**src/rtl/add_share_sched_pkg.sv**
```systemverilog
// Shared types and helpers for the add_share_sched adder-sharing scheduler.
package add_share_sched_pkg;

    // S_ARB: round-robin arbitration; S_LOCK: grant held by one multi-beat packet
    typedef enum logic {
        S_ARB  = 1'b0,
        S_LOCK = 1'b1
    } sched_state_t;

    // Width of a requester index: max(1, clog2(n))
    function automatic int id_w(input int n);
        return (n <= 2) ? 1 : $clog2(n);
    endfunction

endpackage

```
**src/rtl/add_share_rr_pick.sv**
```systemverilog
// Round-robin picker: first valid index scanning ptr, ptr+1, ... (mod NUM_REQ).
module add_share_rr_pick
    import add_share_sched_pkg::*;
#(
    parameter int NUM_REQ = 4,
    parameter int ID_W    = id_w(NUM_REQ)
) (
    input  logic [NUM_REQ-1:0] valid,
    input  logic [ID_W-1:0]    ptr,
    output logic [NUM_REQ-1:0] grant,
    output logic [ID_W-1:0]    idx,
    output logic               any
);

    // Scan from the farthest offset down so the closest valid to ptr wins
    always_comb begin
        grant = '0;
        idx   = '0;
        any   = 1'b0;
        for (int off = NUM_REQ - 1; off >= 0; off--) begin
            int j;
            j = int'(ptr) + off;
            if (j >= NUM_REQ) j = j - NUM_REQ;
            if (valid[ID_W'(j)]) begin
                idx = ID_W'(j);
                any = 1'b1;
            end
        end
        grant[idx] = any;
    end

endmodule

```
**src/rtl/sqrt_carry_select_adder.sv**
```systemverilog
// Carry-select adder built from sqrt(WIDTH)-sized blocks. Each block precomputes
// its sum for carry-in 0 and 1; the incoming block carry only drives a select.
module SqrtCarrySelectAdder #(
    parameter int WIDTH = 32
) (
    input  logic [WIDTH-1:0] a,
    input  logic [WIDTH-1:0] b,
    input  logic             cin,
    output logic [WIDTH-1:0] sum,
    output logic             cout
);

    // Smallest block size whose square covers WIDTH
    function automatic int isqrt_ceil(input int n);
        int r;
        r = 1;
        while (r * r < n) r++;
        return r;
    endfunction

    localparam int BLK  = isqrt_ceil(WIDTH);
    localparam int NBLK = (WIDTH + BLK - 1) / BLK;

    logic [NBLK:0] c;

    assign c[0] = cin;

    for (genvar i = 0; i < NBLK; i++) begin : g_blk
        localparam int LO = i * BLK;
        localparam int BW = ((WIDTH - LO) < BLK) ? (WIDTH - LO) : BLK;

        logic [BW:0] s0;
        logic [BW:0] s1;

        assign s0 = {1'b0, a[LO +: BW]} + {1'b0, b[LO +: BW]};
        assign s1 = {1'b0, a[LO +: BW]} + {1'b0, b[LO +: BW]} + (BW+1)'(1);

        assign sum[LO +: BW] = c[i] ? s1[BW-1:0] : s0[BW-1:0];
        assign c[i+1]        = c[i] ? s1[BW]     : s0[BW];
    end

    assign cout = c[NBLK];

endmodule

```
**src/rtl/add_share_sched.sv**
```systemverilog
// Round-robin scheduler sharing one carry-select adder among NUM_REQ requesters.
// Multi-beat packets lock the grant and chain carry between beats.
// Pipeline: S1 operand register -> adder -> S2 result register (rsp_*).
// Optional build macro ADD_SHARE_SCHED_PERF_EN adds the perf_beats counter port.
module add_share_sched
    import add_share_sched_pkg::*;
#(
    parameter  int WIDTH   = 32,
    parameter  int NUM_REQ = 4,
    localparam int ID_W    = id_w(NUM_REQ)
) (
    input  logic                     clk,
    input  logic                     rst,
    input  logic [NUM_REQ-1:0]       req_valid,
    output logic [NUM_REQ-1:0]       req_ready,
    input  logic [NUM_REQ*WIDTH-1:0] req_a,
    input  logic [NUM_REQ*WIDTH-1:0] req_b,
    input  logic [NUM_REQ-1:0]       req_cin,
    input  logic [NUM_REQ-1:0]       req_last,
    output logic                     rsp_valid,
    input  logic                     rsp_ready,
    output logic [WIDTH-1:0]         rsp_sum,
    output logic                     rsp_cout,
    output logic [ID_W-1:0]          rsp_id,
    output logic                     rsp_last
`ifdef ADD_SHARE_SCHED_PERF_EN
    ,
    output logic [31:0]              perf_beats
`endif
);

    // Pointer to the requester after g, wrapping at NUM_REQ
    function automatic logic [ID_W-1:0] ptr_after(input logic [ID_W-1:0] g);
        return (int'(g) == NUM_REQ - 1) ? '0 : g + 1'b1;
    endfunction

    sched_state_t state, state_nxt;
    logic [ID_W-1:0] rr_ptr;
    logic [ID_W-1:0] lock_id;
    logic [ID_W-1:0] g_idx;
    logic            fire;

    logic [NUM_REQ-1:0] pick_grant;
    logic [ID_W-1:0]    pick_idx;
    logic               pick_any;

    logic [WIDTH-1:0] a_arr [NUM_REQ];
    logic [WIDTH-1:0] b_arr [NUM_REQ];

    logic             s2_load, s1_adv, accept_ok;

    logic             vld_p1;
    logic [WIDTH-1:0] a_p1, b_p1;
    logic             cin_p1, first_p1, last_p1;
    logic [ID_W-1:0]  id_p1;
    logic             chain_c;

    logic             add_cin;
    logic [WIDTH-1:0] add_sum;
    logic             add_cout;

    logic             vld_p2;
    logic [WIDTH-1:0] sum_p2;
    logic             cout_p2, last_p2;
    logic [ID_W-1:0]  id_p2;

    for (genvar i = 0; i < NUM_REQ; i++) begin : g_unpack
        assign a_arr[i] = req_a[i*WIDTH +: WIDTH];
        assign b_arr[i] = req_b[i*WIDTH +: WIDTH];
    end

    add_share_rr_pick #(
        .NUM_REQ (NUM_REQ),
        .ID_W    (ID_W)
    ) u_pick (
        .valid (req_valid),
        .ptr   (rr_ptr),
        .grant (pick_grant),
        .idx   (pick_idx),
        .any   (pick_any)
    );

    assign s2_load   = !vld_p2 || rsp_ready;
    assign s1_adv    = vld_p1 && s2_load;
    assign accept_ok = !vld_p1 || s1_adv;

    // Grant selection and next state; nothing is granted while rst is high
    always_comb begin
        req_ready = '0;
        state_nxt = state;
        fire      = 1'b0;
        g_idx     = pick_idx;
        case (state)
            S_ARB: begin
                if (accept_ok && pick_any && !rst) begin
                    req_ready = pick_grant;
                    fire      = 1'b1;
                    if (!req_last[pick_idx]) state_nxt = S_LOCK;
                end
            end
            S_LOCK: begin
                g_idx = lock_id;
                if (accept_ok && req_valid[lock_id] && !rst) begin
                    req_ready[lock_id] = 1'b1;
                    fire               = 1'b1;
                    if (req_last[lock_id]) state_nxt = S_ARB;
                end
            end
            default: state_nxt = S_ARB;
        endcase
    end

    // Scheduler state, round-robin pointer and packet lock
    always_ff @(posedge clk) begin
        if (rst) begin
            state   <= S_ARB;
            rr_ptr  <= '0;
            lock_id <= '0;
        end else begin
            state <= state_nxt;
            if (fire && req_last[g_idx]) rr_ptr <= ptr_after(g_idx);
            if (fire && state == S_ARB)  lock_id <= g_idx;
        end
    end

    // ---- stage 1: granted operands ----
    // S1 valid and the beat-to-beat carry chain
    always_ff @(posedge clk) begin
        if (rst) begin
            vld_p1  <= 1'b0;
            chain_c <= 1'b0;
        end else begin
            if (fire)        vld_p1 <= 1'b1;
            else if (s1_adv) vld_p1 <= 1'b0;
            if (s1_adv)      chain_c <= add_cout;
        end
    end

    // S1 operand capture on each accepted beat
    always_ff @(posedge clk) begin
        if (fire) begin
            a_p1     <= a_arr[g_idx];
            b_p1     <= b_arr[g_idx];
            cin_p1   <= req_cin[g_idx];
            last_p1  <= req_last[g_idx];
            id_p1    <= g_idx;
            first_p1 <= (state == S_ARB);
        end
    end

    assign add_cin = first_p1 ? cin_p1 : chain_c;

    SqrtCarrySelectAdder #(
        .WIDTH (WIDTH)
    ) u_add (
        .a    (a_p1),
        .b    (b_p1),
        .cin  (add_cin),
        .sum  (add_sum),
        .cout (add_cout)
    );

    // ---- stage 2: result register ----
    // Result register; holds while downstream stalls
    always_ff @(posedge clk) begin
        if (rst) begin
            vld_p2  <= 1'b0;
            sum_p2  <= '0;
            cout_p2 <= 1'b0;
            id_p2   <= '0;
            last_p2 <= 1'b0;
        end else if (s2_load) begin
            vld_p2 <= vld_p1;
            if (vld_p1) begin
                sum_p2  <= add_sum;
                cout_p2 <= add_cout;
                id_p2   <= id_p1;
                last_p2 <= last_p1;
            end
        end
    end

    assign rsp_valid = vld_p2;
    assign rsp_sum   = sum_p2;
    assign rsp_cout  = cout_p2;
    assign rsp_id    = id_p2;
    assign rsp_last  = last_p2;

`ifdef ADD_SHARE_SCHED_PERF_EN
    // Count accepted request beats, wrapping at 2^32
    always_ff @(posedge clk) begin
        if (rst)       perf_beats <= '0;
        else if (fire) perf_beats <= perf_beats + 32'd1;
    end
`endif

endmodule

```
**config.mk**
```make
export PLATFORM = sky130hd
export DESIGN_NAME = add_share_sched
export DESIGN_NICKNAME = d
export VERILOG_FILES = /design/src/rtl/add_share_sched_pkg.sv /design/src/rtl/add_share_rr_pick.sv /design/src/rtl/sqrt_carry_select_adder.sv /design/src/rtl/add_share_sched.sv
export SDC_FILE = /design/constraint.sdc
export NUM_CORES = 1
export LEC_CHECK = 0
export BUFFER_PORTS_ARGS = -buffer_cell sky130_fd_sc_hd__clkbuf_2
export CORE_MARGIN = 4
export CORE_UTILIZATION = 50
export DETAILED_ROUTE_END_ITERATION = 8
export PLACE_DENSITY = 0.8
export SYNTH_ARGS = -nofsm -noshare
export SYNTH_HDL_FRONTEND = slang
export SYNTH_SLANG_ARGS = --single-unit
```
**constraint.sdc**
```tcl
create_clock -name clk -period 4.8 [get_ports clk]
set_clock_uncertainty 0.2 [all_clocks]
set_input_delay 0.24 -clock clk [delete_from_list [all_inputs] [get_ports clk]]
set_output_delay 0.24 -clock clk [all_outputs]
set_load 0.05 [all_outputs]
```
-- Word level (Yosys, flattened, before mapping)
Cells that the tools add are included.
- output and inout bits: 41
- register bits: 113
- input bits: 271
- reductions and logical operators: 16
- bitwise logic cells: 3
- magnitude comparators: 14
- multiplexer cells: 72
- add/sub/neg operators: 20
- eq/ne operators: 1
- operator list (operator ; number):
    32-bit binary-select mux with 2-bit select ; 2
    32-bit two-way mux ; 4
    6-bit by 6-bit adder with 7-bit output ; 5
    7-bit by 1-bit adder with 7-bit output, second input constant ; 5
    1-bit two-way mux ; 34
    6-bit two-way mux ; 5
    2-bit two-way mux ; 11
    1-bit binary-select mux with 2-bit select ; 9
    2-bit by 4-bit less-than comparator with 1-bit output, second input constant ; 4
    3-bit greater-or-equal comparator, second input constant ; 4
    1-bit logical AND ; 9
    2-bit by 3-bit less-than comparator with 1-bit output, second input constant ; 3
    4-bit two-way mux ; 2
    4-bit case mux with 2 select lines ; 1
    2-bit by 1-bit subtractor with 2-bit output, second input constant ; 4
    2-bit by 2-bit adder with 3-bit output, second input constant ; 2
    4-bit bitwise AND ; 1
    1-bit demux with 2-bit select ; 2
    2-bit by 1-bit greater-or-equal comparator with 1-bit output, second input constant ; 2
    1-bit case mux with 2 select lines ; 2
    2-bit by 1-bit adder with 3-bit output, second input constant ; 1
    2-bit by 2-bit adder with 3-bit output ; 1
    3-bit by 1-bit adder with 3-bit output, second input constant ; 1
    2-bit by 3-bit greater-or-equal comparator with 1-bit output, second input constant ; 1
    other kinds (8) ; 11

-- Depth between registers and ports, before layout
Gate-level depths: netlist (run 1).
- depth after elaboration: 17
- mapped depth: 15
- gate-level depth less buffers: 15

-- By module
From an unflattened synthesis (run 1), not the netlist that was laid out.
- cell total of the unflattened synthesis: 987
- area, all modules: 7830.0 um^2
- modules (own cells, without submodules) (module ; times used ; area each (um^2) ; sequential area each (um^2) ; cells each):
    add_share_sched ; 1 ; 5770.5 ; 2932.8 ; 726
    SqrtCarrySelectAdder ; 1 ; 1884.3 ; 0.0 ; 231
    add_share_rr_pick ; 1 ; 175.2 ; 0.0 ; 30

-- Worst setup path after synthesis (run 1)
No wires, ideal clock.
- kind: flip-flop to flip-flop
- from: reg a_p1[0]
- to: reg chain_c
- library setup time: 0.061 ns
- period minus slack after synthesis: 4.059 ns
- arrival time: 3.798 ns
- setup slack: 0.741 ns
- stages on the path, launching flop included: 16
- required time: 4.539 ns
- cells stage by stage: edfxtp_1 > ha_1 > fa_1 > ha_1 > inv_1 > nor3_1 > nor3b_2 > a311o_1 > a2111oi_0 > nor4b_2 > nand2_2 > nor4_4 > mux2i_1 > xnor2_2 > a2111oi_0 > a311o_1
- word-level cells in the longest chain between the ends: 8
- ends and longest elaborated chain (item ; RTL line ; source):
    from (decl) ; add_share_sched.sv:53 ; logic [WIDTH-1:0] a_p1, b_p1;
    from (signal assigned) ; add_share_sched.sv:142 ; a_p1 <= a_arr[g_idx];
    6-bit by 6-bit adder with 7-bit output (*) ; sqrt_carry_select_adder.sv:35, sqrt_carry_select_adder.sv:36 ;
    7-bit by 1-bit adder with 7-bit output ; sqrt_carry_select_adder.sv:36 ; assign s1 = {1'b0, a[LO +: BW]} + {1'b0, b[LO +: BW]} + (BW+1)'(1);
    1-bit two-way mux (*) (6 in a row) ; sqrt_carry_select_adder.sv:39 ; assign c[i+1] = c[i] ? s1[BW] : s0[BW];
    to (signal assigned) ; add_share_sched.sv:135 ; if (s1_adv) chain_c <= add_cout;
    to (decl) ; add_share_sched.sv:56 ; logic chain_c;
Every way passes the cells marked *; elsewhere a longest branch is shown, timed or not.
A chain may end at the register's enable or synchronous reset.

-- Final worst setup path (run 1)
Same ends and word-level chain as after synthesis.

==> results of run 1 <==
final timing paths:
path,slack (ns),start,depth (start not counted),to
worst max-delay path,0.26,a_p1[0],15,chain_c
worst min-delay path,0.03,rsp_ready,4,rsp_valid
worst max register to register,0.26,a_p1[0],15,chain_c
worst min register to register,0.26,rsp_last,2,rsp_last
sequential cells by signal, indices dropped and copies added, names as in the netlist:
signal and count:
id_p1 2, first_p1 1, rsp_valid 1, rsp_last 1, lock_id 2, cin_p1 1, a_p1 32, rsp_id 2
rr_ptr 2, chain_c 1, b_p1 32, rsp_sum 32, state 1, vld_p1 1, last_p1 1
kinds of logic after synthesis:
kind of cell | after synthesis
xor+xnor | 41
compound gates | 179
mux | 13
buf+inv | 87
flops | 112
simple gates | 481
fa+ha+maj | 43
report_power, final:
group	internal, mW	total, mW	switching [mW]
combinational	0.934	2.44	1.50
clock	0.368	0.708	0.340
sequential	1.28	1.37	0.0847
layout make-up:
type	instances	area (µm²)	share of cell area (%)
multi-input cells	757	4530	46.5
clock inverters	6	43.8	0.450
repair buffers	320	1640	16.8
clock buffers	10	239	2.46
inverters	30	115	1.18
flip-flops and latches	112	2930	30.1
well taps	188	235	2.42
cell usage in the layout (no fill, tap or decap), types with 3 or more instances in the layout:
master	count
nand3_1	9
a311o_1	3
clkbuf_16	9
inv_1	28
xnor2_1	21
nor3b_1	3
o21bai_1	4
and3b_1	3
xor2_1	19
o211ai_1	3
nand2_1	296
mux2i_1	8
o21ai_0	6
a21oi_1	28
o21ai_1	4
fa_1	6
a211oi_1	29
o22ai_1	3
nor3_1	5
a311oi_1	4
edfxtp_1	69
ha_1	37
a21o_1	8
clkbuf_2	311
nand4_1	7
nor2_1	63
buf_4	8
a31oi_1	67
o21ba_2	3
and3_1	70
dfxtp_1	43
nand2b_1	5
critical path, cell delays in order (launching register included):
cell and delay [ns]:
edfxtp_1 0.37, ha_1 0.24, fa_1 0.53, ha_1 0.15, inv_1 0.04, nor3_1 0.26, nor3b_4 0.31, a311o_1 0.29
a2111oi_0 0.16, nor4b_2 0.36, nand2_2 0.14, nor4_4 0.37, mux2i_2 0.30, xnor2_2 0.15, a2111oi_1 0.44, a311o_1 0.16
through the flow:
step | cell area (µm²) | util (%) | std cells | hold WS (ns) | setup WS [ns]
final | 9730 | 64.0 | 1423 | 0.0331 | 0.259
after global routing | 9730 | 64.0 | 1423 | 0.0304 | -0.122
after CTS | 9700 | 63.8 | 1421 | 0.0176 | 0.263
after detailed placement | 9420 | 62.0 | 1405 | 0.248 | 0.340
after global placement | 9420 | 62.0 | 1405 | 0.239 | 0.481
after floorplan | 7730 | - | 956 | 0.260 | 0.741
metal layers:
layer  global-route usage (%)  wire, µm
met5                        0         0
met4                     8.20       644
met1                     28.9      8640
met2                     40.2     10400
met3                     5.31      1380
repair_timing:
item,4_1_cts,5_1_grt
endpoints found under the setup margin,0,5
setup buffers,0,2
gates resized for setup,0,4
==> impl_metrics.py, run 1 <==
metrics = {
    "run_status": {
        "run_status": "completed",
    },
    "sta": {
        "max_clock_freq_mhz": 220,
        "tightest_slew_ns": 0.940,
        "timing.final.crit_share_pct": 94.6,
        "timing.setup.tns_ns": 0,
        "setup_viol": 0,
        "report.final.slew_viol_count": 0,
        "fin_crit_ns": 4.54,
        "max_slew_headroom_pct": 37.3,
        "hold_viol_final": 0,
        "grt_setup_unrepaired": "true",
    },
    "critical_path": {
        "criticalPathCategory": "reg -> reg",
        "cp_data_required_time_ns": 4.90,
        "worstSetupStartpointType": "flop",
        "cp_max_fanout": 4,
        "endpoint_kind": "flop",
        "worst-endpoint-arrival_ns": 4.64,
    },
    "clock_tree": {
        "cts_tree": "yes",
        "cts_max_path_buffers": 2,
        "cts_root_buf": "clkbuf_16",
        "clk_latency_ns": 0.36,
        "clock_tree.htree_level_count": 3,
        "worst_setup_hold_path_clk_slew_ns": 0.07,
        "cts_hold_repair.buffers": 0,
        "cts_inserted_buffers": 9,
        "clock_sinks": 112,
    },
    "floorplan": {
        "dieWidth_um": 132,
        "num_rows": 45,
        "die_h_um": 132,
        "top_level_ports": 312,
        "coreArea_um2": 15200,
        "floorplan.die_area_um2": 17500,
        "floorplan.initialDensity_pct": 50.9,
    },
    "global_routing": {
        "maximum_number_of_pins_on_one_net_before_global_route_repair": 86,
        "gr-usage-all-layers_pct": 23.4,
        "global_route_wire_length_before_repair_um": 33900,
        "grt_pass1_vias": 7268,
        "grt_overflow_total": 0,
        "number_of_antenna_violations_at_the_first_check_in_global_routing": 0,
    },
    "synthesis": {
        "synthesized_netlist_net_count": 1270,
        "yosys.cell_count.top_type": "nand2_1",
        "synth.ff_latch_count": 112,
        "ys_types": 58,
        "ys_warn_count": 0,
        "synth.area.mux_share_pct": 2.02,
        "yosys_most_used_dff": "edfxtp_1",
        "synth.yosys.seq_area_share_pct": 37.9,
        "postSynthAreaPerCell_um2": 8.09,
        "parity_gate_share_of_the_synthesized_area_counting_xor_and_xnor_cells_pct": 4.74,
        "synth_adder_area_share_pct": 7.54,
        "postSynthCellCount": 956,
        "async_set_or_reset_register_ratio_after_synthesis_pct": 0,
        "synth_edf_count": 69,
        "synth.top_cells.by_count": "nand2_1, and3_1, edfxtp_1",
        "post_synth_instance_area_um2": 7730,
        "netlist.top_cell.by_area": "edfxtp_1",
        "synth_top_family_by_area": "simple AND/OR/NAND/NOR gates",
        "post-synth-top-area-fraction_pct": 26.8,
        "synth_simple_gate_area_share_pct": 27.8,
        "synth_area_leaders": "edfxtp_1, nand2_1, dfxtp_1, ha_1, and3_1",
        "synth_compound_gate_area_share_pct": 15.7,
    },
    "detailed_routing": {
        "post_drt_via_cell_ratio": 5.44,
        "wire_per_inst_um": 14.8,
        "drt_pass1_iterations": 4,
        "num_vias": 7743,
        "detailedRoute.firstIterationViolations": 447,
        "post-route-drc-count": 0,
        "final_antenna_net_count": 0,
        "totalWireLength_um": 21100,
    },
    "pwr": {
        "ir_drop_uv": 216,
        "total_power_mw": 4.51,
        "power_per_cell_area_nw_per_um2": 463,
        "power_leakage_nw": 4.61,
    },
    "cells_and_area": {
        "final_nets": 1544,
        "synthesis_to_finish_area_growth_pct": 25.8,
        "filler_cell_count": 1319,
        "num_antenna_cells": 0,
        "drive_above_1_share_pct": 29.1,
    },
    "placed_design": {
        "count_of_buffers_inserted_at_the_top_level_ports": 311,
        "dp_hpwl_um": 16400,
        "place_congestion": 0.887,
    },
    "run": {
        "max-cap-violations": 0,
    },
    "hold_path": {
        "hold_path_class": "in -> reg",
    },
}
Note: power is estimated with default switching activity, not from simulation.
==> run 2, diff against run 1 <==
PLACE_DENSITY = unset   (was 0.8)
PLACE_DENSITY_LB_ADDON = 0.12   (was unset)
==> impl_metrics.py, run 2 (synthesis results as in run 1) <==
metrics = {
    "run_status": {
        "run_status": "completed",
    },
    "placed_design": {
        "number_of_cells_after_detailed_placement": 1407,
        "place_congestion": 0.865,
        "dp_hpwl_um": 16800,
        "count_of_buffers_inserted_at_the_top_level_ports": 311,
    },
    "global_routing": {
        "grt_overflow_total": 0,
        "global_route_wire_length_before_repair_um": 34800,
        "number_of_antenna_violations_at_the_first_check_in_global_routing": 0,
        "grt_pass1_vias": 7277,
        "maximum_number_of_pins_on_one_net_before_global_route_repair": 87,
        "gr-usage-all-layers_pct": 24.0,
    },
    "detailed_routing": {
        "num_vias": 7737,
        "post_drt_via_cell_ratio": 5.44,
        "totalWireLength_um": 21900,
        "wire_per_inst_um": 15.4,
        "detailedRoute.firstIterationViolations": 403,
        "post-route-drc-count": 0,
        "final_antenna_net_count": 0,
        "drt_pass1_iterations": 4,
    },
    "hold_path": {
        "hold_path_class": "in -> reg",
        "hold_end": "b_p1[4]",
        "worstHoldPathCells": 3,
        "timing.hold.worst.start": "req_b[100]",
    },
    "sta": {
        "timing.final.crit_share_pct": 93.2,
        "report.final.slew_viol_count": 0,
        "timing.setup.tns_ns": 0,
        "tightest_slew_ns": 0.969,
        "setup_viol": 0,
        "max_slew_headroom_pct": 35.4,
        "grt_setup_unrepaired": "false",
        "hold_viol_final": 0,
        "max_clock_freq_mhz": 224,
        "fin_crit_ns": 4.47,
    },
    "cells_and_area": {
        "drive_above_1_share_pct": 28.8,
        "final_common_cell": "clkbuf_2",
        "layout.cells.non_filler": 1423,
        "num_antenna_cells": 0,
        "synthesis_to_finish_area_growth_pct": 25.5,
        "filler_cell_count": 1374,
        "final_nets": 1544,
        "layout_common_cells": "clkbuf_2, nand2_1, and3_1, edfxtp_1, a31oi_1",
    },
    "pwr": {
        "comb_power_share_pct": 53.8,
        "switching_share_pct": 42.3,
        "p_int_mw": 2.61,
        "net-switching-power_mw": 1.91,
        "clockPowerShare_pct": 16.0,
        "power_leakage_nw": 4.60,
        "ir_drop_uv": 204,
        "power_frac_seq_pct": 30.2,
        "power_per_cell_area_nw_per_um2": 466,
    },
    "critical_path": {
        "endpoint_kind": "flop",
        "worst-endpoint-arrival_ns": 4.57,
        "slack_of_the_worst_reg_to_reg_path_ns": 0.33,
        "cp_max_fanout": 4,
        "crit-reg2reg-launch": "a_p1[0]",
        "ff_to_ff_path_depth": 15,
        "crit-reg2reg-capture": "chain_c",
        "cp_data_required_time_ns": 4.89,
        "criticalPathCategory": "reg -> reg",
        "worstSetupStartpointType": "flop",
    },
    "floorplan": {
        "floorplan.die_area_um2": 17500,
        "dieWidth_um": 132,
        "floorplan.initialDensity_pct": 50.9,
        "coreArea_um2": 15200,
        "num_rows": 45,
        "top_level_ports": 312,
        "die_h_um": 132,
    },
    "clock_tree": {
        "postCtsSetupRepairBufs": 0,
        "clk_latency_ns": 0.35,
        "cts_tree": "yes",
        "clock_sinks": 112,
        "postCtsResizedCells": 0,
        "clock_tree.htree_level_count": 3,
        "cts_root_buf": "clkbuf_16",
        "cts_max_path_buffers": 2,
        "cts_hold_repair.buffers": 0,
        "worst_setup_hold_path_clk_slew_ns": 0.07,
        "cts_inserted_buffers": 9,
    },
    "run": {
        "max-cap-violations": 0,
    },
}
==> run 2: changes by cell type in the layout (fill, tap and decap cells not counted), sizes merged <==
cell      previous run  this run
clkbuf             321       325
clkinv               4         1
clkinvlp             1         0
==> run 2: final cells by class <==
| class | instances | area, µm² | share of cell area (%) |
|---|---|---|---|
| Multi-Input combinational cell | 757 | 4510 | 46.5 |
| Sequential cell | 112 | 2930 | 30.2 |
| Timing Repair Buffer | 320 | 1620 | 16.7 |
| Clock buffer | 14 | 275 | 2.84 |
| Tap cell | 188 | 235 | 2.42 |
| Inverter | 30 | 115 | 1.19 |
| Clock inverter | 2 | 11.3 | 0.116 |
==> run 2: power by group through the flow <==
| stage | sequential (mW) | combinational, mW | clock, mW |
|---|---|---|---|
| finish | 1.37 | 2.44 | 0.726 |
| global route | 1.39 | 2.71 | 0.784 |
| CTS | 1.37 | 2.45 | 0.742 |
| detailed placement | 1.39 | 2.43 | 0 |
| global placement | 1.38 | 2.39 | 0 |
| floorplan | 1.52 | 1.70 | 0 |
==> run 2: worst max path at each step <==
stage / start / to / slack [ns]
2_1_floorplan: a_p1[0] / chain_c / 0.74
3_3_place_gp: a_p1[0] / chain_c / 0.48
6_report: a_p1[0] / chain_c / 0.33
3_5_place_dp: a_p1[0] / chain_c / 0.30
5_1_grt: a_p1[0] / chain_c / 0.06
4_1_cts: a_p1[0] / chain_c / 0.30
==> run 2: metal layers <==
layer  track usage, %  share of wire (%)  wire, µm
met5                0                  0         0
met4             7.04                2.0       446
met3             3.89                6.2      1370
met2             42.3                 49     10700
met1             30.5                 43      9340
==> run 2: per-stage QoR <==
step	power (mW)	setup slack (ns)	hold WS, ns	util, %	cell area, µm²
6_report	4.53	0.326	0.0392	63.9	9710
5_1_grt	4.89	0.0552	0.0443	63.9	9710
4_1_cts	4.56	0.296	0.0293	63.9	9710
3_5_place_dp	3.82	0.302	0.248	62.0	9420
3_3_place_gp	3.77	0.482	0.239	62.0	9420
2_1_floorplan	3.23	0.741	0.260	-	7730
==> run 2: critical path, stage by stage, from the launching register on <==
cell,delay (ns)
edfxtp_1,0.37
ha_1,0.24
fa_1,0.53
ha_1,0.16
inv_1,0.04
nor3_1,0.20
nor3b_2,0.31
a311o_1,0.29
a2111oi_0,0.15
nor4b_2,0.35
nand2_2,0.13
nor4_4,0.34
mux2i_1,0.32
xnor2_2,0.15
a2111oi_0,0.45
a311o_1,0.17
==> run 3, diff against run 2 <==
BUFFER_PORTS_ARGS = -buffer_cell sky130_fd_sc_hd__buf_2   (was -buffer_cell sky130_fd_sc_hd__clkbuf_2)
==> impl_metrics.py, run 3 (synthesis results as in run 1) <==
metrics = {
    "sta": {
        "report.final.slew_viol_count": 0,
        "fin_crit_ns": 4.49,
        "max_slew_headroom_pct": 40.2,
        "hold_viol_final": 0,
        "max_clock_freq_mhz": 223,
        "timing.final.crit_share_pct": 93.6,
        "timing.setup.tns_ns": 0,
        "grt_setup_unrepaired": "false",
        "worst_slack_ns": 0.307,
        "tightest_slew_ns": 0.897,
        "setup_viol": 0,
    },
    "pwr": {
        "power_per_cell_area_nw_per_um2": 472,
        "power_leakage_nw": 4.58,
        "ir_drop_uv": 224,
    },
    "clock_tree": {
        "cts_hold_repair.buffers": 0,
        "cts_tree": "yes",
        "cts_inserted_buffers": 9,
        "cts_root_buf": "clkbuf_16",
        "postCtsSetupRepairBufs": 0,
        "cts_max_path_buffers": 2,
        "clk_latency_ns": 0.36,
        "clock_tree.htree_level_count": 3,
        "clock_sinks": 112,
        "postCtsResizedCells": 0,
        "worst_setup_hold_path_clk_slew_ns": 0.07,
    },
    "cells_and_area": {
        "sequential_cell_area_um2": 2930,
        "final_nets": 1543,
        "final_design_area_no_fill_um2": 9760,
        "filler_cell_count": 1371,
        "multi_input_comb_area_um2": 4510,
        "drive_above_1_share_pct": 28.8,
        "layout.cells.non_filler": 1423,
        "final_common_cell": "buf_2",
        "layout_common_cells": "buf_2, nand2_1, and3_1, edfxtp_1, a31oi_1",
        "synthesis_to_finish_area_growth_pct": 26.1,
    },
    "global_routing": {
        "global_route_wire_length_before_repair_um": 35500,
        "grt_overflow_total": 0,
        "maximum_number_of_pins_on_one_net_before_global_route_repair": 134,
        "number_of_antenna_violations_at_the_first_check_in_global_routing": 1,
        "grt_pass1_vias": 7421,
        "gr-usage-all-layers_pct": 24.5,
    },
    "detailed_routing": {
        "totalWireLength_um": 21800,
        "top_layer_used": "met4",
        "detailedRoute.firstIterationViolations": 429,
        "final_antenna_net_count": 0,
        "drt_pass1_iterations": 7,
        "wire_per_inst_um": 15.3,
        "post_drt_via_cell_ratio": 5.41,
        "num_vias": 7695,
        "post-route-drc-count": 0,
        "met2_length_um": 10600,
        "route.met3.wl_um": 1380,
        "detail_route.wirelength.met1_um": 9250,
    },
    "floorplan": {
        "num_rows": 45,
        "floorplan.initialDensity_pct": 50.9,
        "coreArea_um2": 15200,
        "die_h_um": 132,
        "top_level_ports": 312,
        "floorplan.die_area_um2": 17500,
        "dieWidth_um": 132,
    },
    "critical_path": {
        "worst-endpoint-arrival_ns": 4.59,
        "cp_slowest_stage_delay_ns": 0.53,
        "cp_cell_sequence": "ha_1 -> fa_1 -> ha_1 -> inv_1 -> nor3_1 -> nor3b_2 -> a311o_1 -> a2111oi_0 -> nor4b_2 -> nand2_2 -> nor4_4 -> mux2i_1 -> xnor2_2 -> a2111oi_0 -> a311o_1",
        "criticalPathCategory": "reg -> reg",
        "endpoint_kind": "flop",
        "worstSetupStartpointType": "flop",
        "cp_delay_by_family_top": "simple AND/OR/NAND/NOR gates",
        "crit_buf_inv": 1,
        "critical-path-slowest-cell": "fa_1",
        "cp_max_fanout": 4,
        "cp_data_required_time_ns": 4.89,
    },
    "placed_design": {
        "placement.cell_area_um2": 9440,
        "place_congestion": 0.846,
        "number_of_cells_after_detailed_placement": 1406,
        "dp_hpwl_um": 16600,
        "count_of_buffers_inserted_at_the_top_level_ports": 311,
        "pre_cts_ws_ns": 0.350,
    },
    "run_status": {
        "run_status": "completed",
    },
    "hold_path": {
        "hold_path_class": "in -> reg",
    },
    "run": {
        "max-cap-violations": 0,
    },
}
[run 3: cell count changes in the layout (fill, tap and decap cells not counted)]
cell / change
clkbuf_16: -1
buf_12: +2
diode_2: +1
buf_2: +311
clkinv_4: +1
bufinv_16: +2
clkbuf_8: -1
buf_4: -3
clkbuf_1: -1
clkinvlp_4: +1
clkbuf_2: -311
inv_4: -1
[run 3: power breakdown]
| part | internal (mW) | leakage, nW | switching, mW |
|---|---|---|---|
| Combinational | 0.942 | 3.42 | 1.51 |
| Clock | 0.458 | 0.150 | 0.334 |
| Sequential | 1.28 | 1.02 | 0.0851 |
| Total | 2.68 | 4.58 | 1.93 |
[run 3: final timing paths]
kind	startpoint	end	slack (ns)	depth (start not counted)
worst max-delay path	a_p1[0]	chain_c	0.31	15
worst min-delay path	rsp_ready	rsp_valid	0.02	4
worst max register to register	a_p1[0]	chain_c	0.31	15
worst min register to register	rsp_id[1]	rsp_id[1]	0.25	2
[run 3: stage by stage]
stage               util [%]  hold WS (ns)  total power [mW]
floorplan                  -         0.260              3.23
global placement        62.1         0.237              3.78
detailed placement      62.1         0.246              3.82
CTS                     64.2        0.0105              4.63
global route            64.2        0.0551              4.97
finish                  64.2        0.0191              4.61
[run 3: metal layers]
layer	global-route usage [%]	vias to the layer above
met4	8.37	0
met2	42.7	243
li1	-	3920
met5	0	-
met3	4.05	28
met1	30.9	3504
[run 3: tightest hold or removal path, cell delays in order]
cell and delay [ns]:
buf_2 0.07, nor2b_1 0.08, nor2_1 0.10, nor2_1 0.04
[run 3: area by class of cell]
type / instances / share of cell area (%)
multi-input cells: 757 / 46.3
well taps: 188 / 2.41
flip-flops and latches: 112 / 30.1
inverters: 30 / 1.18
repair buffers: 319 / 16.8
clock inverters: 5 / 0.834
clock buffers: 11 / 2.39
diodes: 1 / 0.0257
